### config.mk
export PLATFORM = sky130hd
export DESIGN_NAME = fetch
export DESIGN_NICKNAME = d
export VERILOG_FILES = /design/src/rtl/fetch_pkg.sv /design/src/rtl/fetch_queue.sv /design/src/rtl/fetch.sv
export SDC_FILE = /design/constraint.sdc
export NUM_CORES = 1
export LEC_CHECK = 0
export ABC_AREA = 1
export CAP_MARGIN = 15
export CORE_AREA = 2 2 155 157
export CTS_CLUSTER_DIAMETER = 40
export DETAILED_ROUTE_END_ITERATION = 8
export DIE_AREA = 0 0 157 159
export GPL_TIMING_DRIVEN = 0
export PLACE_DENSITY = 0.67
export SYNTH_ARGS = -nofsm -noshare
export SYNTH_HDL_FRONTEND = slang
export SYNTH_SLANG_ARGS = --single-unit
### constraint.sdc
create_clock -name clk -period 4.3 [get_ports clk]
set_clock_uncertainty 0.05 [all_clocks]
set_input_delay 0.86 -clock clk [delete_from_list [all_inputs] [get_ports clk]]
set_output_delay 0.86 -clock clk [all_outputs]
set_load 0.03 [all_outputs]
### src/rtl/fetch_pkg.sv
// Shared constants and types for the instruction-fetch front end.
package fetch_pkg;

  localparam logic [31:0] NOP_INSTR        = 32'h0000_0013;
  localparam logic [31:0] RESET_PC_DEFAULT = 32'h0000_0000;

  typedef enum logic [1:0] {
    S_REQ,
    S_WAIT,
    S_DROP
  } fetch_state_e;

  typedef struct packed {
    logic [31:0] pc;
    logic [31:0] instr;
  } fetch_entry_t;

  function automatic logic [31:0] word_align(input logic [31:0] addr);
    return {addr[31:2], 2'b00};
  endfunction

endpackage

### src/rtl/fetch_queue.sv
// Two-entry FIFO holding fetched {pc, instr} pairs between imem and the IF/ID register.
module fetch_queue
  import fetch_pkg::*;
(
  input  logic         clk,
  input  logic         rst_n,
  input  logic         push_i,
  input  fetch_entry_t push_data_i,
  input  logic         pop_i,
  input  logic         flush_i,
  output fetch_entry_t head_o,
  output logic [1:0]   count_o,
  output logic         full_o,
  output logic         empty_o
);

  fetch_entry_t entry_q [2];
  fetch_entry_t entry_d [2];
  logic         rd_ptr_q, rd_ptr_d;
  logic         wr_ptr_q, wr_ptr_d;
  logic [1:0]   count_q, count_d;

  always_comb begin
    entry_d  = entry_q;
    rd_ptr_d = rd_ptr_q;
    wr_ptr_d = wr_ptr_q;
    count_d  = count_q;
    if (flush_i) begin
      rd_ptr_d = 1'b0;
      wr_ptr_d = 1'b0;
      count_d  = 2'd0;
    end else begin
      if (push_i) begin
        entry_d[wr_ptr_q] = push_data_i;
        wr_ptr_d          = ~wr_ptr_q;
      end
      if (pop_i) begin
        rd_ptr_d = ~rd_ptr_q;
      end
      case ({push_i, pop_i})
        2'b10:   count_d = count_q + 2'd1;
        2'b01:   count_d = count_q - 2'd1;
        default: count_d = count_q;
      endcase
    end
  end

  always_ff @(posedge clk) begin
    if (!rst_n) begin
      rd_ptr_q <= 1'b0;
      wr_ptr_q <= 1'b0;
      count_q  <= 2'd0;
    end else begin
      rd_ptr_q <= rd_ptr_d;
      wr_ptr_q <= wr_ptr_d;
      count_q  <= count_d;
    end
  end

  // Payload needs no reset: count gates every read of it.
  always_ff @(posedge clk) begin
    entry_q <= entry_d;
  end

  assign head_o  = entry_q[rd_ptr_q];
  assign count_o = count_q;
  assign full_o  = (count_q == 2'd2);
  assign empty_o = (count_q == 2'd0);

endmodule

### src/rtl/fetch.sv
// IF stage: PC register, single-outstanding imem fetch FSM, 2-entry buffer and IF/ID register.
//  state  | meaning
//  S_REQ  | no fetch outstanding; request pc when the queue has a free slot
//  S_WAIT | fetch granted; next rvalid is pushed (or bypassed to IF/ID)
//  S_DROP | fetch granted but made stale by a redirect; next rvalid is discarded
module fetch
  import fetch_pkg::*;
#(
  parameter logic [31:0] RESET_PC = RESET_PC_DEFAULT
) (
  input  logic        clk,
  input  logic        rst_n,
  input  logic        stall_i,
  input  logic        redirect_i,
  input  logic [31:0] redirect_pc_i,
  output logic        imem_req_o,
  output logic [31:0] imem_addr_o,
  input  logic        imem_gnt_i,
  input  logic        imem_rvalid_i,
  input  logic [31:0] imem_rdata_i,
  output logic [31:0] instr_o,
  output logic [31:0] pc_o,
  output logic        valid_o,
  output logic        misalign_o
);

  fetch_state_e state_q, state_d;
  logic [31:0]  pc_q, pc_d;
  logic [31:0]  req_pc_q, req_pc_d;
  logic [31:0]  instr_q, instr_d;
  logic [31:0]  pc_out_q, pc_out_d;
  logic         valid_q, valid_d;
  logic         misalign_q, misalign_d;

  logic         outstanding;
  logic         credit;
  logic         req;
  logic         fire;
  logic         resp_live;
  logic         bypass;
  logic         q_push, q_pop;
  fetch_entry_t q_head;
  logic [1:0]   q_count;
  logic         q_full, q_empty;

  fetch_queue u_queue (
    .clk         (clk),
    .rst_n       (rst_n),
    .push_i      (q_push),
    .push_data_i ('{pc: req_pc_q, instr: imem_rdata_i}),
    .pop_i       (q_pop),
    .flush_i     (redirect_i),
    .head_o      (q_head),
    .count_o     (q_count),
    .full_o      (q_full),
    .empty_o     (q_empty)
  );

  always_comb begin
    outstanding = (state_q != S_REQ);
    // Buffered + in-flight must stay below 2 so every response has a slot.
    credit      = ({1'b0, q_count} + {2'b00, outstanding}) < 3'd2;
    req         = rst_n && (state_q == S_REQ) && credit;
    fire        = req && imem_gnt_i;
    resp_live   = imem_rvalid_i && (state_q == S_WAIT) && !redirect_i;
    bypass      = resp_live && !stall_i && q_empty;
    q_push      = resp_live && !bypass;
    q_pop       = 1'b0;

    state_d    = state_q;
    pc_d       = pc_q;
    req_pc_d   = fire ? pc_q : req_pc_q;
    instr_d    = instr_q;
    pc_out_d   = pc_out_q;
    valid_d    = valid_q;
    misalign_d = redirect_i && (redirect_pc_i[1:0] != 2'b00);

    case (state_q)
      S_REQ: begin
        if (fire) begin
          state_d = redirect_i ? S_DROP : S_WAIT;
          pc_d    = pc_q + 32'd4;
        end
      end
      S_WAIT: begin
        // A response landing in the redirect cycle closes the fetch; nothing left to drop.
        if (imem_rvalid_i) begin
          state_d = S_REQ;
        end else if (redirect_i) begin
          state_d = S_DROP;
        end
      end
      S_DROP: begin
        if (imem_rvalid_i) begin
          state_d = S_REQ;
        end
      end
      default: state_d = S_REQ;
    endcase

    if (redirect_i) begin
      pc_d     = word_align(redirect_pc_i);
      instr_d  = NOP_INSTR;
      pc_out_d = 32'd0;
      valid_d  = 1'b0;
    end else if (!stall_i) begin
      if (!q_empty) begin
        instr_d  = q_head.instr;
        pc_out_d = q_head.pc;
        valid_d  = 1'b1;
        q_pop    = 1'b1;
      end else if (bypass) begin
        instr_d  = imem_rdata_i;
        pc_out_d = req_pc_q;
        valid_d  = 1'b1;
      end else begin
        instr_d  = NOP_INSTR;
        pc_out_d = 32'd0;
        valid_d  = 1'b0;
      end
    end
  end

  always_ff @(posedge clk) begin
    if (!rst_n) begin
      state_q    <= S_REQ;
      pc_q       <= RESET_PC;
      req_pc_q   <= RESET_PC;
      instr_q    <= NOP_INSTR;
      pc_out_q   <= 32'd0;
      valid_q    <= 1'b0;
      misalign_q <= 1'b0;
    end else begin
      state_q    <= state_d;
      pc_q       <= pc_d;
      req_pc_q   <= req_pc_d;
      instr_q    <= instr_d;
      pc_out_q   <= pc_out_d;
      valid_q    <= valid_d;
      misalign_q <= misalign_d;
    end
  end

  assign imem_req_o  = req;
  assign imem_addr_o = pc_q;
  assign instr_o     = instr_q;
  assign pc_o        = pc_out_q;
  assign valid_o     = valid_q;
  assign misalign_o  = misalign_q;

endmodule
=== Yosys cells after proc, flatten, opt, wreduce, memory -nomap -nowiden ===
Cells that the tools add are included.
Widths: inputs -> output; s select.

* Register bits after elaboration: 264
* Bits of input ports: 70
* Output and inout bits: 99

* Add/sub/neg operators: 4
* Order comparisons: 4
* Eq/ne operators: 7
* Mux-type cells: 25
* Bitwise logic cells: 6
* Reductions and logical operators: 25

{| class="wikitable"
|+ Operator list
! operator !! number
|-
| $mux 64 || 4
|-
| $mux 32 || 7
|-
| $bwmux 128 || 1
|-
| $demux 64 s1 || 1
|-
| $add 32x3->32 const B || 1
|-
| $logic_and 1x1->1 || 10
|-
| $mux 2 || 5
|-
| $reduce_bool 2->1 || 5
|-
| $pmux 2 s3 || 1
|-
| $reduce_and 2->1 || 3
|-
| $mux 1 || 5
|-
| $eq 2x1->1 const B || 2
|-
| $eq 2x2->1 const B || 2
|-
| $ge 2x2->1 const B || 2
|-
| $logic_not 2->1 || 2
|-
| $ne 2x2->1 const B || 2
|-
| $not 1->1 || 4
|-
| $not 1->2 || 2
|-
| $pmux 2 s2 || 1
|-
| $add 2x1->3 || 1
|-
| $logic_not 1->1 || 3
|-
| $lt 3x2->1 const B || 1
|-
| $ne 3x3->1 const B || 1
|-
| $reduce_and 3->1 || 1
|-
| other kinds (4) || 4
|}

=== Logic depth before layout (Yosys ltp) ===
* Word-level depth: 9
* Gate-level depth with buffers: 10

=== Cells and area by module ===
From an unflattened synthesis, not the netlist that was laid out.

* Cells, all modules: 1021
* Area, all modules: 10835.4 um^2

{| class="wikitable"
|+ Modules (own cells, without submodules)
! module !! times used !! cells an instance !! area each (um^2) !! sequential area each (um^2)
|-
| fetch || 1 || 789 || 5774.3 || 2562.5
|-
| fetch_queue || 1 || 232 || 5061.1 || 3923.8
|}

=== Least setup slack after synthesis ===
Ideal clock, no wire load.

* Kind: in2reg
* Start: input port redirect_i
* End: register u_queue.entry_q[0] (netlist name) (enable)
* Setup time: 482 ps
* Data arrival time: 3932 ps
* Data required time: 3768 ps
* Slack: -164 ps
* Stages: 4
* Path buffers: 1
* Cell sequence: clkbuf_1 -> nor2_1 -> o21ai_1 -> nor2_1

* Word-level cells in the longest chain between the ends: 7
* Elaborated cells on any way between the ends: 8
* Classes of those cells: 1 x bitwise; 7 x reduce/logical

{| class="wikitable"
|+ RTL lines
! item !! RTL line !! text
|-
| from (decl) || fetch.sv:14 || <nowiki>input logic redirect_i,</nowiki>
|-
| $logic_not 1->1 || fetch.sv:65 || <nowiki>resp_live = imem_rvalid_i && (state_q == S_WAIT) && !redirect_i;</nowiki>
|-
| $logic_and 1x1->1 || fetch.sv:65 ||
|-
| $logic_and 1x1->1 (2 in a row) || fetch.sv:66 || <nowiki>bypass = resp_live && !stall_i && q_empty;</nowiki>
|-
| $logic_not 1->1 || fetch.sv:67 || <nowiki>q_push = resp_live && !bypass;</nowiki>
|-
| $logic_and 1x1->1 || fetch.sv:67 ||
|-
| $reduce_and 2->1 (no source line) * || - ||
|-
| to (signal assigned) || fetch_queue.sv:62 || <nowiki>entry_q <= entry_d;</nowiki>
|-
| to (decl) || fetch_queue.sv:17 || <nowiki>fetch_entry_t entry_q [2];</nowiki>
|}

Mark *: on every way between the ends. The rest lies on a longest branch, timed or not.
A chain may end at the register's enable or synchronous reset.

=== Worst setup path after layout ===
* Start: input port rst_n
* End: output port imem_req_o

* Word-level cells in the longest chain between the ends: 2

{| class="wikitable"
|+ RTL lines
! item !! RTL line !! text
|-
| from (decl) || fetch.sv:12 || <nowiki>input logic rst_n,</nowiki>
|-
| $logic_and 1x1->1 (2 in a row) || fetch.sv:63 || <nowiki>req = rst_n && (state_q == S_REQ) && credit;</nowiki>
|-
| to (decl) || fetch.sv:16 || <nowiki>output logic imem_req_o,</nowiki>
|}

Every way passes these cells.

==> metrics.yaml <==
drt-pass1-iter-count: 4
cp_cell_sequence: "clkdlybuf4s50_1 > inv_2 > nor4_1 > clkdlybuf4s50_1"
via_per_inst: 5.250
fin_area_um2: 13470
path_depth: 4
cts-hold-fix-buffers: 0
syn_inst: 1133
nets: 1408
max_cap_violations: 0
cp.required_ps: 3390
synth_edf_count: 124
dp.cells: 1622
crit_top_cell: "clkdlybuf4s50_1"
grt_start_max_net_pins: 32
synth-seq-area-share: 0.6135
cts-resized-gates: 0
synth_area_um2: 10310
initial_core_util: 0.4446
powerDensity_nw_per_um2: 413.2
power_leakage_nw: 4.604
ys_ff_latch: 254
syn_avg_cell_area_um2: 9.101
drtIter0Drc: 631
io_buffers: 163
routedWlPerCell_um: 17.01
htreeDepth: 1
crit_fanout: 9
drive_gt1_frac: 0.07574
insertion_delay_ps: 540
grt_pass1_vias: 8489
synthDistinctLibCells: 33
multi_input_area_um2: 3477
clk_pin_slew_worst_paths_ps: 60
dp_hpwl_um: 20170
core_area_um2: 23190
hold_class: "reg -> reg"
grt_use_total: 0.2271
timing.hold.ws_ps: 444.4
clockBufferDepth: 3
max_freq_mhz: 303.4
die_x_um: 157
ys_warn_count: 0
r2r_slack_ps: 1960
seqCellArea_um2: 6326
cts-root-buf: "clkbuf_16"
slew_headroom: 0.5373
routed_wl_um: 28560
cts_setup_buffers: 0
setup_violations: 0
yosysTopAreaCellShare: 0.3611
hold_violations: 0
end_kind: "primary output"
synth_flop_cell: "dfxtp_1"
worst_ir_drop_vdd_v: 0.0002383
netlist_top_cells_count: "nand2_1, dfxtp_1, nor2_1"
row_count: 56
cts_tree: "built"
cpLargestDelayFamily: "buffers and inverters"
yosys.area.top_type: "edfxtp_1"
drc_errors: 0
antenna_left: 0
globalplace.congestion: 0.8858
drv_slew: 0
grt_overflow_total: 0
area_growth_pct: 30.63
vias: 8814
grt_pass1_wl_um: 45050
cp_data_arrival_time_ps: 2390
rr_worst_depth: 7
cts_buffers: 31
startpoint_type: "input pin"
clkSinkCount: 254
fillers: 1991
critPathKind: "in -> out"
synth.area.top_cells: "edfxtp_1, dfxtp_1, nand2_1"
power.total_mw: 5.565
min_period_over_period: 0.7666
die_area_um2: 24960
die_h_um: 159
tightest_slew_ps: 694.0
io_pins: 169
n_antenna_cell: 0
antenna_found_initial: 0
finalCriticalPeriod_ps: 3297
max_stage_delay_ps: 720
placedInstanceArea_um2: 12460
final_cells: 1679
async_flop_share: 0
outcome: "complete, no violations"
holdPathStages: 0
path_buf_inv: 3
rsz0062_at_grt: "no"
critPathSlowestCell: "clkdlybuf4s50_1"
yosysMostFrequentCell: "nand2_1"
## where the power goes
group          switching [mW]  leakage (nW)  total [mW]  internal (mW)
sequential             0.0589          2.17        2.65           2.59
combinational           0.237          1.95       0.398          0.161
clock                    1.01         0.492        2.52           1.51
## path summary, 6_finish.rpt
| path | startpoint | end |
|---|---|---|
| max | rst_n | imem_req_o |
| min | req_pc_q[29] | u_queue.entry_q[125] |
| max reg2reg | u_queue.count_o[1] | u_queue.count_o[1] |
| min reg2reg | req_pc_q[29] | u_queue.entry_q[125] |
## layer usage
| metal | vias to the layer above | global-route usage | wire [um] |
|---|---|---|---|
| li1 | 4284 | - | - |
| met1 | 4156 | 0.3165 | 12740 |
| met2 | 334 | 0.3734 | 13300 |
| met3 | 40 | 0.03021 | 1946 |
| met4 | 0 | 0.06172 | 578 |
| met5 | - | 0 | 0 |
## cells by family (layout without fill, tap and decap cells)
kind of cell,after synthesis,after routing,share of synthesized area
other cells,1,4,0.0003637
fa+ha+maj,2,2,0.002427
compound gates,298,298,0.1511
buf+inv,128,352,0.05181
xor+xnor,3,3,0.002549
flops,254,254,0.6135
simple gates,447,447,0.1783
## area by class of cell
cell class | count | share of cell area
Multi-Input combinational cell | 754 | 0.2582
Inverter | 62 | 0.01728
Buffer | 66 | 0.02239
Tap cell | 319 | 0.02963
Sequential cell | 254 | 0.4697
Clock inverter | 18 | 0.01310
Timing Repair Buffer | 167 | 0.1276
Clock buffer | 39 | 0.06215
## worst register-to-register path, stage by stage (launching register included)
cell	delay (ps)
dfxtp_1	420
nor2_4	340
inv_2	180
o21ai_1	510
ha_1	360
nor2_1	140
and3_1	160
nor3_1	50
## cell usage in the layout, fill, tap and decap left out, drive strengths merged
cell type	count
a21oi	108
a31oi	49
and2	1
and3	1
buf	29
bufinv	2
clkbuf	80
clkdlybuf4s50	163
clkinv	9
clkinvlp	2
conb	4
dfxtp	130
edfxtp	124
ha	2
inv	67
nand2	242
nand3	46
nand3b	1
nand4	7
nor2	142
nor3	5
nor4	1
o211ai	1
o21ai	139
o21bai	1
or2	1
xor2	3
## registers in the layout, indices dropped and copies added (netlist names)
name and cells:
pc_o 30, u_queue.count_o 2, instr_o 32, u_queue.wr_ptr_q 1, req_pc_q 30, state_q 2
u_queue.entry_q 124, imem_addr_o 30, misalign_o 1, u_queue.rd_ptr_q 1, valid_o 1
## per-stage QoR
stage,utilization,setup TNS (ps),setup WS [ps]
2_1_floorplan,-,-20330,-164.0
3_3_place_gp,0.5326,-313700,-2553
3_5_place_dp,0.5371,0,980.3
4_1_cts,0.5808,0,978.8
5_1_grt,0.5808,0,851.7
6_report,0.5808,0,1003
Power figures use the tool's default switching activity.
